`src/rtl/face_matrix_scanner.sv`:
```
// End-of-game face display: scans a smile/frown over a ROWSxCOLS matrix, beeps, then requests a restart.
// Optional FACE_BLINK_EN blanks the column data in alternate BLINK_DIV-clock windows.
module face_matrix_scanner #(
  parameter int ROWS        = 8,
  parameter int COLS        = 8,
  parameter int SCAN_DIV    = 1,
  parameter int BEEP_DIV    = 11,
  parameter int HOLD_CYCLES = 50,
  parameter logic [ROWS*COLS-1:0] WIN_PATTERN  = 64'h1824_4200_6666_6600,
  parameter logic [ROWS*COLS-1:0] LOSE_PATTERN = 64'h4224_1800_6666_6600,
  parameter int BLINK_DIV   = 25
) (
  input  logic            clk,
  input  logic            rst_n,
  input  logic            success,
  input  logic            fail,
  output logic [ROWS-1:0] hang,
  output logic [COLS-1:0] gre,
  output logic            beep,
  output logic            repeatRst
);

  localparam int ROW_W  = $clog2(ROWS);
  localparam int SCAN_W = $clog2(SCAN_DIV) + 1;
  localparam int BEEP_W = $clog2(2 * BEEP_DIV) + 1;
  localparam int HOLD_W = $clog2(HOLD_CYCLES) + 1;
  localparam logic [ROW_W-1:0]  ROW_LAST       = ROW_W'(ROWS - 1);
  localparam logic [SCAN_W-1:0] SCAN_LAST      = SCAN_W'(SCAN_DIV - 1);
  localparam logic [BEEP_W-1:0] BEEP_WIN_LAST  = BEEP_W'(BEEP_DIV - 1);
  localparam logic [BEEP_W-1:0] BEEP_LOSE_LAST = BEEP_W'(2 * BEEP_DIV - 1);
  localparam logic [HOLD_W-1:0] HOLD_LAST      = HOLD_W'(HOLD_CYCLES - 1);

  if (ROWS < 2 || ROWS > 16 || COLS < 2 || COLS > 16 || SCAN_DIV < 1 ||
      BEEP_DIV < 1 || HOLD_CYCLES < 1 || BLINK_DIV < 1) begin : g_param_check
    $error("face_matrix_scanner: parameter out of range");
  end

  typedef enum logic [1:0] {
    ST_IDLE      = 2'd0,
    ST_SHOW_WIN  = 2'd1,
    ST_SHOW_LOSE = 2'd2,
    ST_DONE      = 2'd3
  } state_t;

  state_t              state_r, state_nxt_s;
  logic                lose_r, lose_nxt_s;
  logic [ROW_W-1:0]    row_r, row_nxt_s, row_step_s;
  logic [SCAN_W-1:0]   scan_r, scan_nxt_s, scan_step_s;
  logic [BEEP_W-1:0]   beep_cnt_r, beep_cnt_nxt_s, beep_cnt_step_s, beep_last_s;
  logic                beep_ph_r, beep_ph_nxt_s, beep_ph_step_s;
  logic [HOLD_W-1:0]   hold_r, hold_nxt_s;
  logic [ROWS-1:0]     hang_r, hang_nxt_s;
  logic [COLS-1:0]     gre_r, gre_nxt_s;
  logic                beep_r, beep_nxt_s, rep_r, rep_nxt_s, blank_nxt_s;
  logic [ROWS*COLS-1:0] pat_s;

  // Free-running step values for the row scanner and the beep divider
  always_comb begin
    scan_step_s = scan_r + 1'b1;
    row_step_s  = row_r;
    if (scan_r == SCAN_LAST) begin
      scan_step_s = '0;
      row_step_s  = (row_r == ROW_LAST) ? '0 : row_r + 1'b1;
    end else begin
      scan_step_s = scan_r + 1'b1;
    end
    beep_last_s = lose_r ? BEEP_LOSE_LAST : BEEP_WIN_LAST;
    if (beep_cnt_r == beep_last_s) begin
      beep_cnt_step_s = '0;
      beep_ph_step_s  = ~beep_ph_r;
    end else begin
      beep_cnt_step_s = beep_cnt_r + 1'b1;
      beep_ph_step_s  = beep_ph_r;
    end
  end

  // Next-state and next-counter selection; entry from IDLE starts every counter at zero
  always_comb begin
    state_nxt_s    = state_r;
    lose_nxt_s     = lose_r;
    row_nxt_s      = '0;
    scan_nxt_s     = '0;
    beep_cnt_nxt_s = '0;
    beep_ph_nxt_s  = 1'b0;
    hold_nxt_s     = hold_r;
    case (state_r)
      ST_IDLE: begin
        hold_nxt_s = '0;
        if (success) begin
          state_nxt_s = ST_SHOW_WIN;
          lose_nxt_s  = 1'b0;
        end else if (fail) begin
          state_nxt_s = ST_SHOW_LOSE;
          lose_nxt_s  = 1'b1;
        end else begin
          state_nxt_s = ST_IDLE;
          lose_nxt_s  = 1'b0;
        end
      end
      ST_SHOW_WIN, ST_SHOW_LOSE: begin
        row_nxt_s      = row_step_s;
        scan_nxt_s     = scan_step_s;
        beep_cnt_nxt_s = beep_cnt_step_s;
        beep_ph_nxt_s  = beep_ph_step_s;
        if (hold_r == HOLD_LAST) begin
          state_nxt_s = ST_DONE;
          hold_nxt_s  = hold_r;
        end else begin
          hold_nxt_s  = hold_r + 1'b1;
        end
      end
      ST_DONE: begin
        row_nxt_s  = row_step_s;
        scan_nxt_s = scan_step_s;
      end
      default: begin
        state_nxt_s = ST_IDLE;
        lose_nxt_s  = 1'b0;
        hold_nxt_s  = '0;
      end
    endcase
  end

`ifdef FACE_BLINK_EN
  localparam int BLINK_W = $clog2(BLINK_DIV) + 1;
  localparam logic [BLINK_W-1:0] BLINK_LAST = BLINK_W'(BLINK_DIV - 1);
  logic [BLINK_W-1:0] blink_cnt_r, blink_cnt_nxt_s;
  logic               blink_ph_r, blink_ph_nxt_s;

  // Blink window divider; phase 0 (pattern visible) on entry
  always_comb begin
    blink_cnt_nxt_s = '0;
    blink_ph_nxt_s  = 1'b0;
    if (state_r == ST_IDLE) begin
      blink_cnt_nxt_s = '0;
      blink_ph_nxt_s  = 1'b0;
    end else if (blink_cnt_r == BLINK_LAST) begin
      blink_cnt_nxt_s = '0;
      blink_ph_nxt_s  = ~blink_ph_r;
    end else begin
      blink_cnt_nxt_s = blink_cnt_r + 1'b1;
      blink_ph_nxt_s  = blink_ph_r;
    end
  end

  // Blink counter registers
  always_ff @(posedge clk) begin
    if (!rst_n) begin
      blink_cnt_r <= '0;
      blink_ph_r  <= 1'b0;
    end else begin
      blink_cnt_r <= blink_cnt_nxt_s;
      blink_ph_r  <= blink_ph_nxt_s;
    end
  end

  assign blank_nxt_s = blink_ph_nxt_s;
`else
  assign blank_nxt_s = 1'b0;
`endif

  // Output decode from next state so the first SHOW cycle already shows row 0
  always_comb begin
    pat_s      = lose_nxt_s ? LOSE_PATTERN : WIN_PATTERN;
    hang_nxt_s = '1;
    gre_nxt_s  = '0;
    if (state_nxt_s != ST_IDLE) begin
      for (int r = 0; r < ROWS; r++) begin
        hang_nxt_s[ROWS-1-r] = ~(row_nxt_s == ROW_W'(r));
        gre_nxt_s = gre_nxt_s | ({COLS{row_nxt_s == ROW_W'(r)}} & pat_s[r*COLS +: COLS]);
      end
      gre_nxt_s = blank_nxt_s ? '0 : gre_nxt_s;
    end else begin
      hang_nxt_s = '1;
      gre_nxt_s  = '0;
    end
    beep_nxt_s = beep_ph_nxt_s && (state_nxt_s == ST_SHOW_WIN || state_nxt_s == ST_SHOW_LOSE);
    rep_nxt_s  = (state_nxt_s == ST_DONE);
  end

  // State, counters and registered outputs
  always_ff @(posedge clk) begin
    if (!rst_n) begin
      state_r    <= ST_IDLE;
      lose_r     <= 1'b0;
      row_r      <= '0;
      scan_r     <= '0;
      beep_cnt_r <= '0;
      beep_ph_r  <= 1'b0;
      hold_r     <= '0;
      hang_r     <= '1;
      gre_r      <= '0;
      beep_r     <= 1'b0;
      rep_r      <= 1'b0;
    end else begin
      state_r    <= state_nxt_s;
      lose_r     <= lose_nxt_s;
      row_r      <= row_nxt_s;
      scan_r     <= scan_nxt_s;
      beep_cnt_r <= beep_cnt_nxt_s;
      beep_ph_r  <= beep_ph_nxt_s;
      hold_r     <= hold_nxt_s;
      hang_r     <= hang_nxt_s;
      gre_r      <= gre_nxt_s;
      beep_r     <= beep_nxt_s;
      rep_r      <= rep_nxt_s;
    end
  end

  assign hang      = hang_r;
  assign gre       = gre_r;
  assign beep      = beep_r;
  assign repeatRst = rep_r;

endmodule

```
`config.mk`:
```
export PLATFORM = sky130hd
export DESIGN_NAME = face_matrix_scanner
export DESIGN_NICKNAME = d
export VERILOG_FILES = /design/src/rtl/face_matrix_scanner.sv
export SDC_FILE = /design/constraint.sdc
export NUM_CORES = 1
export LEC_CHECK = 0
export ABC_AREA = 1
export CAP_MARGIN = 10
export CORE_MARGIN = 10
export CORE_UTILIZATION = 54
export CTS_CLUSTER_DIAMETER = 120
export DETAILED_ROUTE_END_ITERATION = 16
export GPL_TIMING_DRIVEN = 0
export PLACE_DENSITY = 0.78
export SYNTH_ARGS = -nofsm -noshare
export SYNTH_HDL_FRONTEND = slang
export SYNTH_SLANG_ARGS = --single-unit
```
`constraint.sdc`:
```
create_clock -name clk -period 2.6 [get_ports clk]
set_clock_uncertainty 0.1 [all_clocks]
set_input_delay 0.52 -clock clk [delete_from_list [all_inputs] [get_ports clk]]
set_output_delay 0.52 -clock clk [all_outputs]
set_load 0.005 [all_outputs]
```
======== After elaboration in Yosys (flattened, before gate mapping) ========
Cells that the tools add are included.
operators by class
  $lt $le $gt $ge ......................... 0
  $add $sub $neg .......................... 4
  multiplexer cells ....................... 16
  divide/modulo/power cells ............... 0
  equal/unequal tests ..................... 17
  multiply operators ...................... 0
  reduce and logical (&&, ||, !) cells .... 12
  shift-type cells ........................ 0
  bitwise logic cells ..................... 26
operators by type and width
  operator                                             number
  2-to-1 mux 63 bit                                    1
  bitwise AND 8 bit                                    7
  bitwise OR 8 bit                                     7
  equality test 3 bit, second input constant           5
  case mux 7 bit (2 select lines)                      1
  inverter 1 bit                                       11
  2-to-1 mux 3 bit                                     3
  bitwise AND 8 x 7 -> 8 bit                           1
  equality test 2 bit, second input constant           4
  adder 7 x 1 -> 7 bit, second input constant          1
  equality test 7 x 6 -> 1 bit, second input constant  1
  2-to-1 mux 7 bit                                     1
  adder 6 x 1 -> 6 bit, second input constant          1
  equality test 3 x 2 -> 1 bit, second input constant  2
  equality test 6 x 5 -> 1 bit                         1
  2-to-1 mux 2 bit                                     3
  OR reduction 3 bit                                   2
  2-to-1 mux 1 bit                                     5
  2-to-1 mux 5 bit                                     1
  equality test 2 x 1 -> 1 bit, second input constant  2
  case mux 2 bit (2 select lines)                      1
  AND reduction 2 bit                                  2
  nonzero test 2 bit                                   2
  adder 3 x 1 -> 3 bit, second input constant          1
  9 further kinds                                      9
storage, ports and cells
  memory bits (writable) .................. 0
  bits in registers ....................... 39
  output and inout bits ................... 18
  input port bits ......................... 4
  bits in read-only memories .............. 0
  word-level logic and storage cells ...... 86
  memories kept ........................... 0
  latch bits .............................. 0

======== Longest topological paths before layout ========
  word-level depth ........................ 13
  mapped depth ............................ 15
  depth with buffers taken out ............ 15

======== Worst setup path after synthesis ========
Ideal clock, no wire load.
  kind .................................... reg2reg
  from .................................... register hold_r[0]
  to ...................................... register gre_r[1] (netlist: gre[1])
  data arrival time ....................... 1.770 ns
  setup slack ............................. 0.672 ns
  period minus slack after synthesis ...... 1.928 ns
  path buffers ............................ 0
  stages on the path, launching flop included .. 15
  cell sequence ........................... dfxtp_1 ha_1 inv_1 nor2_1 nand3_4 nand2_1 nand2_1 nand2_1 nand2_1 ha_1 nor2_4 nand2_1 inv_1 o21ai_0 nand2_1
between the ends
  longest elaborated chain between the ends .. 5
ends and longest elaborated chain
  item                                  line  text
  start: declaration                    51    logic [HOLD_W-1:0] hold_r, hold_nxt_s;
  start signal: assignment              202   hold_r <= hold_nxt_s;
  equality test 7 x 6 -> 1 bit          105   if (hold_r == HOLD_LAST) begin
  2-to-1 mux 2 bit                      105
  case mux 2 bit (2 select lines)       86    case (state_r)
  nonzero test 2 bit                    167   if (state_nxt_s != ST_IDLE) begin
  AND reduction 2 bit (no source line)  --
  end signal: assignment                204   gre_r <= gre_nxt_s;
  end: declaration                      53    logic [COLS-1:0] gre_r, gre_nxt_s;
No other way between the ends.
A chain may end at the register's enable or synchronous reset.

======== Final worst setup path ========
Same ends and word-level chain as after synthesis.

==> flow_summary_export.csv <==
group,metric,value,unit
yosys,avgSynthCellArea,7.82,um^2
final_layout,regArea,681,um^2
global_routing,grt_pass1_wl,5.20,mm
clock_network,cts-root-buf,"clkbuf_4",
setup_path,cp.arrival,2400,ps
timing,hold_viol_final,0,
routing,drt_wl_total,2.87,mm
global_routing,grt_antenna_before_repair,0,
timing,fin_setup_tns,0,ps
power,power.density,615,nW/um^2
global_routing,grt_use_total,0.107,
power,pwr-share-comb,0.171,
global_routing,grt.overflow.total,0,
floorplan,die-area,5820,um^2
setup_path,critPathMaxFanout,6,
routing,drtPass1Iterations,4,
yosys,async_flop_share,0,
clock_network,ctsHoldBuffers,0,
clock_network,cts_tree,"built",
power,p_seq_frac,0.436,
clock_network,htree_levels,2,
clock_network,clk_latency,340,ps
yosys,synth_cell_types,33,
floorplan,rows,20,
final_layout,drive_above_1_share,0.194,
final_layout,fin_util,0.680,
clock_network,clock_path_buffers,2,
power,leakage,0.911,nW
yosys,synth_area_leader_cell,"dfxtp_1",
timing,setup_violations,0,
floorplan,io_pins,22,
routing,drt_iter0_drc,76,
power,power.share.clock,0.393,
timing,whs,408,ps
yosys,yosys_warnings,0,
setup_path,crit_type,"reg2reg",
run,drv_cap,0,
clock_network,cts-resized-gates,0,
final_layout,antenna_cells,0,
floorplan,die_y,76.3,um
final_layout,fillers,266,
final_layout,layout_commonest_cell,"nand2_1",
timing,slew_violations,0,
routing,post_drt_wl_per_cell,9.83,um
timing,rsz0062_at_grt,"no",
floorplan,start_util,0.561,
power,p_int,0.000954,W
setup_path,worstSetupEndpointType,"register",
final_layout,syn_to_final_growth,21.3,%
place,pre_cts_ws,294,ps
yosys,synthCells,219,
place,gp_congestion,0.833,
yosys,yosys-top-cells-area,"dfxtp_1 (40%), nand2_1 (11%), ha_1 (6.6%), nor2_1 (5.9%), inv_1 (5.5%)",
setup_path,start_kind,"register",
yosys,synth-seq-area-share,0.398,
routing,vias,1315,
timing,setup_ws,391,ps
floorplan,core,3050,um^2
yosys,synth-seq-cells,34,
global_routing,grt_max_degree,12,
clock_network,path_clk_slew,100,ps
floorplan,die_w,76.3,um
global_routing,grt_pass1_vias,1231,
routing,antenna_left,0,
clock_network,cts_made_buffers,5,
final_layout,multi_input_area,871,um^2
routing,drcViolationCount,0,
yosys,syn_area,1710,um^2
timing,period_needed,2210,ps
power,p_total,0.00128,W
clock_network,cts_sinks,34,
power,power_switching,0.000322,W
power,netSwitchingFraction,0.253,
yosys,synth_top_area_share,0.398,
timing,fin_crit_sh,0.850,
clock_network,post-cts-setup-buffer-count,0,
place,portBuffers,19,
power,ir_drop,0.637,mV
final_layout,mostFrequentLayoutCells,"nand2_1 (50), dfxtp_1 (34), nor2_1 (27), inv_1 (25), clkdlybuf4s50_1 (19)",
place,hpwl,2.16,mm
yosys,synth_edf_count,0,
min_path,hold_class,"reg2reg",
final_layout,fin_nets,260,
yosys,synth_ff_type,"dfxtp_1",
routing,avgViaCountPerCell,4.50,
setup_path,worstPathRequired,2790,ps
timing,fmax,0.453,GHz
status,outcome,"finished clean",
-- per-stage QoR --
stage	std cells	area (um^2)
2_1_floorplan	221	1720
3_3_place_gp	284	1960
3_5_place_dp	284	1960
4_1_cts	292	2080
5_1_grt	292	2080
6_report	292	2080
-- state kept, by name, indices dropped and copies added, names as in the netlist --
signal,cells
beep_ph_r,1
state_r,2
hold_r,7
gre,3
beep,1
repeatRst,1
scan_r,1
beep_cnt_r,6
hang,8
lose_r,1
row_r,3
-- cell type report --
type / count / share of cell area
Timing Repair Buffer: 19 / 0.0916
Buffer: 7 / 0.0259
Inverter: 30 / 0.0549
Clock inverter: 2 / 0.0289
Tap cell: 44 / 0.0265
Multi-Input combinational cell: 150 / 0.420
Sequential cell: 34 / 0.328
Clock buffer: 6 / 0.0247
-- synthesized netlist by cell type (2+ instances only) --
cell	instances
nor3_1	2
nor2_1	27
inv_1	25
ha_1	9
nor2_2	8
o21ai_0	2
inv_2	4
nand2_4	2
nand2_1	50
a21oi_2	3
nand2_2	3
nand3_4	2
nand3_1	15
nor2_4	3
xor2_1	2
nand4_1	2
buf_4	5
a21oi_1	7
dfxtp_1	34
-- worst max-delay path: stages (launching register included) --
cell and delay (ps):
dfxtp_1 450, ha_1 190, inv_1 50, nor2_1 160
nand3_4 140, nand2_1 80, nand2_1 50, nand2_1 50
nand2_1 90, ha_1 290, nor2_4 170, nand2_1 70
inv_1 120, o21ai_0 100, nand2_1 70
-- routing by layer --
metal  vias up  global-route usage  share of wire
met5         -                   0              0
met4         0              0.0446          0.018
met3         6              0.0472          0.058
met2        18               0.163           0.43
met1       564               0.126           0.49
li1        727                   -              -
-- power by group through the flow --
stage	Clock (W)	Sequential, W	Combinational [W]
after floorplan	0	0.000566	0.000165
after global placement	0	0.000568	0.000218
after detailed placement	0	0.000568	0.000218
after CTS	0.000520	0.000556	0.000220
after global routing	0.000542	0.000560	0.000246
final	0.000502	0.000556	0.000218
-- cell families (layout without fill, tap and decap cells) --
kind of cell / count (synthesis) / in the layout / synth area share
AND/OR/NAND/NOR: 120 / 120 / 0.358
AO/OA/AOI/OAI: 16 / 16 / 0.0680
adder cells (fa/ha/maj): 9 / 9 / 0.0658
flip-flops: 34 / 34 / 0.398
other: 1 / 3 / 0.00219
XOR/XNOR: 2 / 2 / 0.0102
buffers and inverters: 37 / 64 / 0.0979
-- worst paths after layout --
path         slack (ps)           from  cells past startpoint       endpoint
max                 390      hold_r[0]                     14         gre[1]
min                 410  beep_cnt_r[0]                      1  beep_cnt_r[0]
max reg2reg         390      hold_r[0]                     14         gre[1]
min reg2reg         410  beep_cnt_r[0]                      1  beep_cnt_r[0]
Power figures use the tool's default switching activity.
